===== src/rtl/fpa_pkg.sv =====
// Shared widths, constants, operand classes and the registered output bundle
// for the adder operand stage.
package fpa_pkg;

    localparam int EXP_W     = 8;
    localparam int MANT_W    = 23;
    localparam int SHIFT_SAT = MANT_W + 3;
    localparam int SHIFT_W   = 5;
    localparam int WORD_W    = 1 + EXP_W + MANT_W;

    localparam logic [WORD_W-1:0] QNAN    = 32'h7FC0_0000;
    localparam logic [EXP_W-1:0]  EXP_MAX = 8'hFF;

    // Five classes need three bits of encoding.
    typedef enum logic [2:0] {
        CLS_ZERO   = 3'd0,
        CLS_DENORM = 3'd1,
        CLS_NORMAL = 3'd2,
        CLS_INF    = 3'd3,
        CLS_NAN    = 3'd4
    } op_class_t;

    typedef struct packed {
        logic               big_sign;
        logic [EXP_W-1:0]   big_exp;
        logic [MANT_W:0]    big_mant;
        logic               small_sign;
        logic [EXP_W-1:0]   small_exp;
        logic [MANT_W:0]    small_mant;
        logic [EXP_W-1:0]   exp_diff;
        logic [SHIFT_W-1:0] shift_amt;
        logic               eff_sub;
        logic               special;
        logic [WORD_W-1:0]  special_result;
    } bundle_t;

endpackage


===== src/rtl/fpa_operand_stage_if.sv =====
// Operand-pair input handshake and unpacked-bundle output handshake between
// the producer, the operand stage and the adder datapath.
interface fpa_operand_stage_if;
    import fpa_pkg::*;

    logic                in_valid;
    logic                in_ready;
    logic [WORD_W-1:0]   number_A;
    logic [WORD_W-1:0]   number_B;
    logic                out_valid;
    logic                out_ready;
    logic                big_sign;
    logic [EXP_W-1:0]    big_exp;
    logic [MANT_W:0]     big_mant;
    logic                small_sign;
    logic [EXP_W-1:0]    small_exp;
    logic [MANT_W:0]     small_mant;
    logic [EXP_W-1:0]    exp_diff;
    logic [SHIFT_W-1:0]  shift_amt;
    logic                eff_sub;
    logic                special;
    logic [WORD_W-1:0]   special_result;

    modport master (
        output in_valid, number_A, number_B, out_ready,
        input  in_ready, out_valid, big_sign, big_exp, big_mant,
               small_sign, small_exp, small_mant, exp_diff, shift_amt,
               eff_sub, special, special_result
    );

    modport slave (
        input  in_valid, number_A, number_B, out_ready,
        output in_ready, out_valid, big_sign, big_exp, big_mant,
               small_sign, small_exp, small_mant, exp_diff, shift_amt,
               eff_sub, special, special_result
    );

endinterface


===== src/rtl/fpa_unpack.sv =====
// Classifies one single-precision operand and derives its hidden bit and
// effective exponent (zero and denormals use exponent 1).
module fpa_unpack
    import fpa_pkg::*;
(
    input  logic [WORD_W-1:0] i_word,
    output op_class_t         o_class,
    output logic              o_hidden,
    output logic [EXP_W-1:0]  o_eff_exp
);

    logic [EXP_W-1:0]  w_exp;
    logic [MANT_W-1:0] w_frac;

    assign w_exp  = i_word[WORD_W-2 -: EXP_W];
    assign w_frac = i_word[MANT_W-1:0];

    always_comb begin
        o_class   = CLS_NORMAL;
        o_hidden  = 1'b1;
        o_eff_exp = w_exp;
        if (w_exp == EXP_MAX) begin
            o_class = (w_frac != '0) ? CLS_NAN : CLS_INF;
        end else if (w_exp == '0) begin
            o_class   = (w_frac != '0) ? CLS_DENORM : CLS_ZERO;
            o_hidden  = 1'b0;
            o_eff_exp = EXP_W'(1);
        end
    end

endmodule


===== src/rtl/fpa_operand_stage.sv =====
// Registered operand stage ahead of the single-precision adder: unpack, swap
// by magnitude, resolve NaN/Inf, compute alignment, then a 2-entry skid buffer.
module fpa_operand_stage
    import fpa_pkg::*;
(
    input  logic clk,
    input  logic rst,
    fpa_operand_stage_if.slave bus
);

    function automatic logic [SHIFT_W-1:0] sat_shift(input logic [EXP_W-1:0] diff);
        if (diff > EXP_W'(SHIFT_SAT))
            return SHIFT_W'(SHIFT_SAT);
        return diff[SHIFT_W-1:0];
    endfunction

    // Returns {special, special_result}.
    function automatic logic [WORD_W:0] resolve_special(
        input logic [WORD_W-1:0] a,
        input logic [WORD_W-1:0] b,
        input op_class_t         cls_a,
        input op_class_t         cls_b
    );
        logic inf_clash;
        inf_clash = (cls_a == CLS_INF) && (cls_b == CLS_INF) &&
                    (a[WORD_W-1] != b[WORD_W-1]);
        if ((cls_a == CLS_NAN) || (cls_b == CLS_NAN) || inf_clash)
            return {1'b1, QNAN};
        if (cls_a == CLS_INF)
            return {1'b1, a};
        if (cls_b == CLS_INF)
            return {1'b1, b};
        return '0;
    endfunction

    op_class_t         w_cls_a, w_cls_b;
    logic              w_hid_a, w_hid_b;
    logic [EXP_W-1:0]  w_exp_a, w_exp_b;
    logic              w_b_gt;
    logic [WORD_W:0]   w_spec;
    bundle_t           w_bundle_p0;

    logic              w_accept;
    logic              w_drain;
    logic              r_in_ready;
    logic              r_or_vld_p1;
    logic              r_sk_vld_p1;
    bundle_t           r_or_p1;
    bundle_t           r_sk_p1;

    fpa_unpack u_unpack_a (
        .i_word    (bus.number_A),
        .o_class   (w_cls_a),
        .o_hidden  (w_hid_a),
        .o_eff_exp (w_exp_a)
    );

    fpa_unpack u_unpack_b (
        .i_word    (bus.number_B),
        .o_class   (w_cls_b),
        .o_hidden  (w_hid_b),
        .o_eff_exp (w_exp_b)
    );

    // Stage p0: swap so big >= small in magnitude; ties keep A as big.
    assign w_b_gt = bus.number_B[WORD_W-2:0] > bus.number_A[WORD_W-2:0];
    assign w_spec = resolve_special(bus.number_A, bus.number_B, w_cls_a, w_cls_b);

    always_comb begin
        w_bundle_p0 = '0;
        if (w_b_gt) begin
            w_bundle_p0.big_sign   = bus.number_B[WORD_W-1];
            w_bundle_p0.big_exp    = w_exp_b;
            w_bundle_p0.big_mant   = {w_hid_b, bus.number_B[MANT_W-1:0]};
            w_bundle_p0.small_sign = bus.number_A[WORD_W-1];
            w_bundle_p0.small_exp  = w_exp_a;
            w_bundle_p0.small_mant = {w_hid_a, bus.number_A[MANT_W-1:0]};
        end else begin
            w_bundle_p0.big_sign   = bus.number_A[WORD_W-1];
            w_bundle_p0.big_exp    = w_exp_a;
            w_bundle_p0.big_mant   = {w_hid_a, bus.number_A[MANT_W-1:0]};
            w_bundle_p0.small_sign = bus.number_B[WORD_W-1];
            w_bundle_p0.small_exp  = w_exp_b;
            w_bundle_p0.small_mant = {w_hid_b, bus.number_B[MANT_W-1:0]};
        end
        w_bundle_p0.exp_diff       = w_bundle_p0.big_exp - w_bundle_p0.small_exp;
        w_bundle_p0.shift_amt      = sat_shift(w_bundle_p0.exp_diff);
        w_bundle_p0.eff_sub        = w_bundle_p0.big_sign ^ w_bundle_p0.small_sign;
        w_bundle_p0.special        = w_spec[WORD_W];
        w_bundle_p0.special_result = w_spec[WORD_W-1:0];
    end

    assign w_accept = bus.in_valid & r_in_ready;
    assign w_drain  = r_or_vld_p1 & bus.out_ready;

    // Stage p1: output register with skid; in_ready drops only while SK holds a pair.
    always_ff @(posedge clk or posedge rst) begin
        if (rst) begin
            r_in_ready  <= 1'b1;
            r_or_vld_p1 <= 1'b0;
            r_sk_vld_p1 <= 1'b0;
            r_or_p1     <= '0;
            r_sk_p1     <= '0;
        end else if (r_sk_vld_p1) begin
            if (w_drain) begin
                r_or_p1     <= r_sk_p1;
                r_sk_vld_p1 <= 1'b0;
                r_in_ready  <= 1'b1;
            end
        end else if (w_accept) begin
            if (!r_or_vld_p1 || w_drain) begin
                r_or_p1     <= w_bundle_p0;
                r_or_vld_p1 <= 1'b1;
            end else begin
                r_sk_p1     <= w_bundle_p0;
                r_sk_vld_p1 <= 1'b1;
                r_in_ready  <= 1'b0;
            end
        end else if (w_drain) begin
            r_or_vld_p1 <= 1'b0;
        end
    end

    assign bus.in_ready       = r_in_ready;
    assign bus.out_valid      = r_or_vld_p1;
    assign bus.big_sign       = r_or_p1.big_sign;
    assign bus.big_exp        = r_or_p1.big_exp;
    assign bus.big_mant       = r_or_p1.big_mant;
    assign bus.small_sign     = r_or_p1.small_sign;
    assign bus.small_exp      = r_or_p1.small_exp;
    assign bus.small_mant     = r_or_p1.small_mant;
    assign bus.exp_diff       = r_or_p1.exp_diff;
    assign bus.shift_amt      = r_or_p1.shift_amt;
    assign bus.eff_sub        = r_or_p1.eff_sub;
    assign bus.special        = r_or_p1.special;
    assign bus.special_result = r_or_p1.special_result;

endmodule

===== src/flat_wrapper.sv =====
// flat-port wrapper written by rule: the top's interface ports become plain ports
module fpa_operand_stage_flat import fpa_pkg::*;
  (clk, rst, bus_in_valid, bus_number_A, bus_number_B, bus_out_ready, bus_in_ready, bus_out_valid, bus_big_sign, bus_big_exp, bus_big_mant, bus_small_sign, bus_small_exp, bus_small_mant, bus_exp_diff, bus_shift_amt, bus_eff_sub, bus_special, bus_special_result);
  fpa_operand_stage_if bus_i ();
  input  logic clk;
  input  logic rst;
  input wire logic [$bits(bus_i.in_valid)-1:0] bus_in_valid;
  input wire logic [$bits(bus_i.number_A)-1:0] bus_number_A;
  input wire logic [$bits(bus_i.number_B)-1:0] bus_number_B;
  input wire logic [$bits(bus_i.out_ready)-1:0] bus_out_ready;
  output wire logic [$bits(bus_i.in_ready)-1:0] bus_in_ready;
  output wire logic [$bits(bus_i.out_valid)-1:0] bus_out_valid;
  output wire logic [$bits(bus_i.big_sign)-1:0] bus_big_sign;
  output wire logic [$bits(bus_i.big_exp)-1:0] bus_big_exp;
  output wire logic [$bits(bus_i.big_mant)-1:0] bus_big_mant;
  output wire logic [$bits(bus_i.small_sign)-1:0] bus_small_sign;
  output wire logic [$bits(bus_i.small_exp)-1:0] bus_small_exp;
  output wire logic [$bits(bus_i.small_mant)-1:0] bus_small_mant;
  output wire logic [$bits(bus_i.exp_diff)-1:0] bus_exp_diff;
  output wire logic [$bits(bus_i.shift_amt)-1:0] bus_shift_amt;
  output wire logic [$bits(bus_i.eff_sub)-1:0] bus_eff_sub;
  output wire logic [$bits(bus_i.special)-1:0] bus_special;
  output wire logic [$bits(bus_i.special_result)-1:0] bus_special_result;
  assign bus_i.in_valid = bus_in_valid;
  assign bus_i.number_A = bus_number_A;
  assign bus_i.number_B = bus_number_B;
  assign bus_i.out_ready = bus_out_ready;
  assign bus_in_ready = bus_i.in_ready;
  assign bus_out_valid = bus_i.out_valid;
  assign bus_big_sign = bus_i.big_sign;
  assign bus_big_exp = bus_i.big_exp;
  assign bus_big_mant = bus_i.big_mant;
  assign bus_small_sign = bus_i.small_sign;
  assign bus_small_exp = bus_i.small_exp;
  assign bus_small_mant = bus_i.small_mant;
  assign bus_exp_diff = bus_i.exp_diff;
  assign bus_shift_amt = bus_i.shift_amt;
  assign bus_eff_sub = bus_i.eff_sub;
  assign bus_special = bus_i.special;
  assign bus_special_result = bus_i.special_result;
  fpa_operand_stage u_core (.clk(clk), .rst(rst), .bus(bus_i));
endmodule

===== config.mk =====
export PLATFORM = sky130hd
export DESIGN_NAME = fpa_operand_stage_flat
export DESIGN_NICKNAME = d
export VERILOG_FILES = /design/src/rtl/fpa_pkg.sv /design/src/rtl/fpa_operand_stage_if.sv /design/src/rtl/fpa_unpack.sv /design/src/rtl/fpa_operand_stage.sv /design/src/flat_wrapper.sv
export SDC_FILE = /design/constraint.sdc
export NUM_CORES = 1
export LEC_CHECK = 0
export BUFFER_PORTS_ARGS = -buffer_cell sky130_fd_sc_hd__buf_2
export CAP_MARGIN = 25
export CORE_MARGIN = 3
export CORE_UTILIZATION = 50
export DETAILED_ROUTE_END_ITERATION = 8
export PLACE_DENSITY = 0.79
export SYNTH_ARGS = -nofsm -noshare
export SYNTH_HDL_FRONTEND = slang
export SYNTH_SLANG_ARGS = --single-unit

===== constraint.sdc =====
create_clock -name clk -period 12.3 [get_ports clk]
set_clock_uncertainty 0.1 [all_clocks]
set_input_delay 3.69 -clock clk [delete_from_list [all_inputs] [get_ports clk]]
set_output_delay 3.69 -clock clk [all_outputs]
set_load 0.03 [all_outputs]

==> run metrics <==
status finished clean; core area roughly 21000 µm²; Worst IR Drop VDD between 0.00008 and 0.00009 V; commonest cells after routing, fill and taps aside nand2_1 (241), dfrtp_1 (227), o21ai_0 (183); DRC 0; Worst Path Max Fanout 33; CP Launch Point bus_number_A[28]; setup_tns 0 ps; share of cells above drive strength 1 0.182; Yosys cell types between 50 and 60; f_max between 100 and 150 MHz; Yosys top cell by area dfrtp_1; Initial Utilization 0.518; commonest non-fill, non-tap cell in the layout nand2_1; vias in the first global route about 8600; Synth top area share 0.514; Synthesized Nets 1330; max cap viols 0; Global Route Usage Sum 0.233; pin count of the biggest net entering global routing between 100 and 150; power density over the cells 139 nW/µm²; Worst setup EP type flop; CP required 12590 ps; via count 9136; GRT overflow 0; # fillers around 1800; clock sink count 229; Hold Path Stages 2; Slew HR 0.328; post-CTS setup buffer count 0; first-pass GRT wire length ~46000 µm; initial antenna violation count 8; post-layout min period between 9000 and 10000 ps; wire per inst around 17 µm; EDFF count, synth 0; worst reg2reg path depth 7; reg2reg start u_core.r_sk_vld_p1$_DFF_PP0_; Synth Warn # 0; first-pass iteration count of the detailed router 5; worst r2r dst u_core.bus.exp_diff[6]$_DFFE_PP0P_; cell area after synthesis 11100 µm²; DRT antenna net count 0; maximum clock insertion buffer count 3; Die Ht around 160 µm; worst-margin pin slew 1010 ps; final instance area 13100 µm²; CP Cell Sequence buf_2 -> inv_1 -> ha_1 -> nand4_1 -> or4_4 -> a311oi_2 -> or2_2 -> mux2i_1 -> inv_1 -> ha_1 -> nor2b_1 -> o21ai_0 -> a21boi_1 -> or3_1 -> a21oi_1 -> xnor2_1 -> or3_1 -> a2111oi_0 -> o31ai_1; Async SR Flop Fraction 1.00; Post-CTS Resized 0; Post-synth top flop dfrtp_1; Final GP Congestion a little over 0.9; number of synthesized register bits 229; register area share after synthesis 0.516; placed cell areas 12200 µm²; top cells by area, synth dfrtp_1 (51%), o21ai_0 (8.2%), nand2_1 (8.1%), mux2i_1 (6.0%), ha_1 (4.2%); CTS Root Cell clkbuf_16; Die X roughly 160 µm; total CTS buffers 25; # port buffers 182; Layout Area Growth over Synthesis 17.9%; Gate Count Post-Synth 1224; final setup fails 0; RSZ-0062 raised after global routing false; Reg clk slew, reported paths around 60 ps; drt total wl roughly 28000 µm; kind of critical path in2reg; Die Footprint 24000 µm²; Slowest-stage cell, CP or2_2; Fin. Hold Viols 0; hold wc startpoint u_core.bus.big_mant[7]$_DFFE_PP0P_; I/O pin cnt about 180; synthesized area per cell 9.07 µm²; Final #Nets 1475; CP max stage delay a little under 900 ps; R2R setup slack 8620 ps; Hold Path End u_core.bus.big_mant[7]$_DFFE_PP0P_; Hold Crit Class reg2reg; footprint of the multi-input gates about 5000 µm²; CTS hold repair buffers 0; crit path DAT about 9400 ps; CP startpoint kind input port; Via-to-Cell Ratio between 5 and 6; H-tree depth 1; FF/Latch Area about 5700 µm²; Max Slew Vio Count 0; Cell Rows 53; Clock Latency Late Sink 520 ps; ratio of final minimum period to clock period 0.738; Detailed Place HPWL 19900 µm; Static Leak 6.38 nW; CTS tree built; Starting DRT DRC Count between 600 and 700
[per-layer routing]
layer	vias up	global-route usage	part of all wire
li1	4478	-	-
met1	4295	0.362	0.47
met2	296	0.324	0.42
met3	61	0.0537	0.073
met4	6	0.0753	0.027
met5	-	0	0.0013
[synthesized netlist by cell type, drive strengths merged (13+ instances only)]
library cell,number
mux2i,67
dfrtp,228
ha,37
nor4,16
o21ai,184
clkbuf,63
inv,44
and2,24
nand2,241
buf,13
nor2,105
a21oi,90
o31ai,14
[worst max-delay path: cells and delay by family]
kind                       cells  cell delay [ps]
and+or+nand+nor                6             2440
AOI/OAI and AO/OA              6             1730
adders and majority gates      2              580
muxes                          1              450
buffers and inverters          3              350
xor gates and xnor gates       1              110
[kinds of logic after synthesis]
kind of cell	synth area share
AOI/OAI and AO/OA	0.165
xor gates and xnor gates	0.00552
adders and majority gates	0.0435
buffers and inverters	0.0414
DFF	0.516
muxes	0.0614
and+or+nand+nor	0.167
[state kept, by name, summed over array words and instances, names as in the netlist]
name / count
u_core.r_sk_p1: 113
u_core.bus.special_result: 32
u_core.bus.big_mant: 24
u_core.bus.small_mant: 24
u_core.bus.big_exp: 8
u_core.bus.exp_diff: 8
u_core.bus.small_exp: 8
u_core.bus.shift_amt: 5
u_core.bus.big_sign: 1
u_core.bus.eff_sub: 1
u_core.bus.in_ready: 1
u_core.bus.out_valid: 1
u_core.bus.small_sign: 1
u_core.bus.special: 1
u_core.r_sk_vld_p1: 1
[through the flow]
stage                     worst slack [ps]  hold WS (ps)  total power [mW]  std cells   util
after floorplan                       2240           345             0.992       1224      -
after global placement                3010           356              1.08       1613  0.567
after detailed placement              2730           362              1.09       1613  0.567
after CTS                             3260           376              1.83       1658  0.606
after global routing                  2800           398              1.89       1667  0.611
final                                 3220           370              1.82       1668  0.611
[area by class of cell]
class	instances	area share
Sequential cell	229	0.438
Multi-Input combinational cell	875	0.376
Timing Repair Buffer	194	0.0825
Clock buffer	33	0.0546
Tap cell	275	0.0263
Inverter	44	0.0132
Clock inverter	12	0.00783
Antenna cell	6	0.00115
[how the worst max path moves through the flow]
stage,end,cells past startpoint,slack [ps]
global route,u_core.bus.shift_amt[3]$_DFFE_PP0P_,19,2800
detailed placement,u_core.bus.shift_amt[4]$_DFFE_PP0P_,19,2730
global placement,u_core.bus.shift_amt[3]$_DFFE_PP0P_,19,3010
floorplan,u_core.bus.big_exp[0]$_DFFE_PP0P_,1,2240
CTS,u_core.bus.shift_amt[4]$_DFFE_PP0P_,19,3260
finish,u_core.bus.shift_amt[4]$_DFFE_PP0P_,19,3220
[where the power goes]
part	switching [mW]	internal [mW]	total, mW	leakage (nW)
registers	0.0137	0.780	0.794	2.88
clock network	0.308	0.431	0.739	0.397
logic	0.197	0.0877	0.285	3.11
total	0.519	1.30	1.82	6.38
Power figures use the tool's default switching activity.
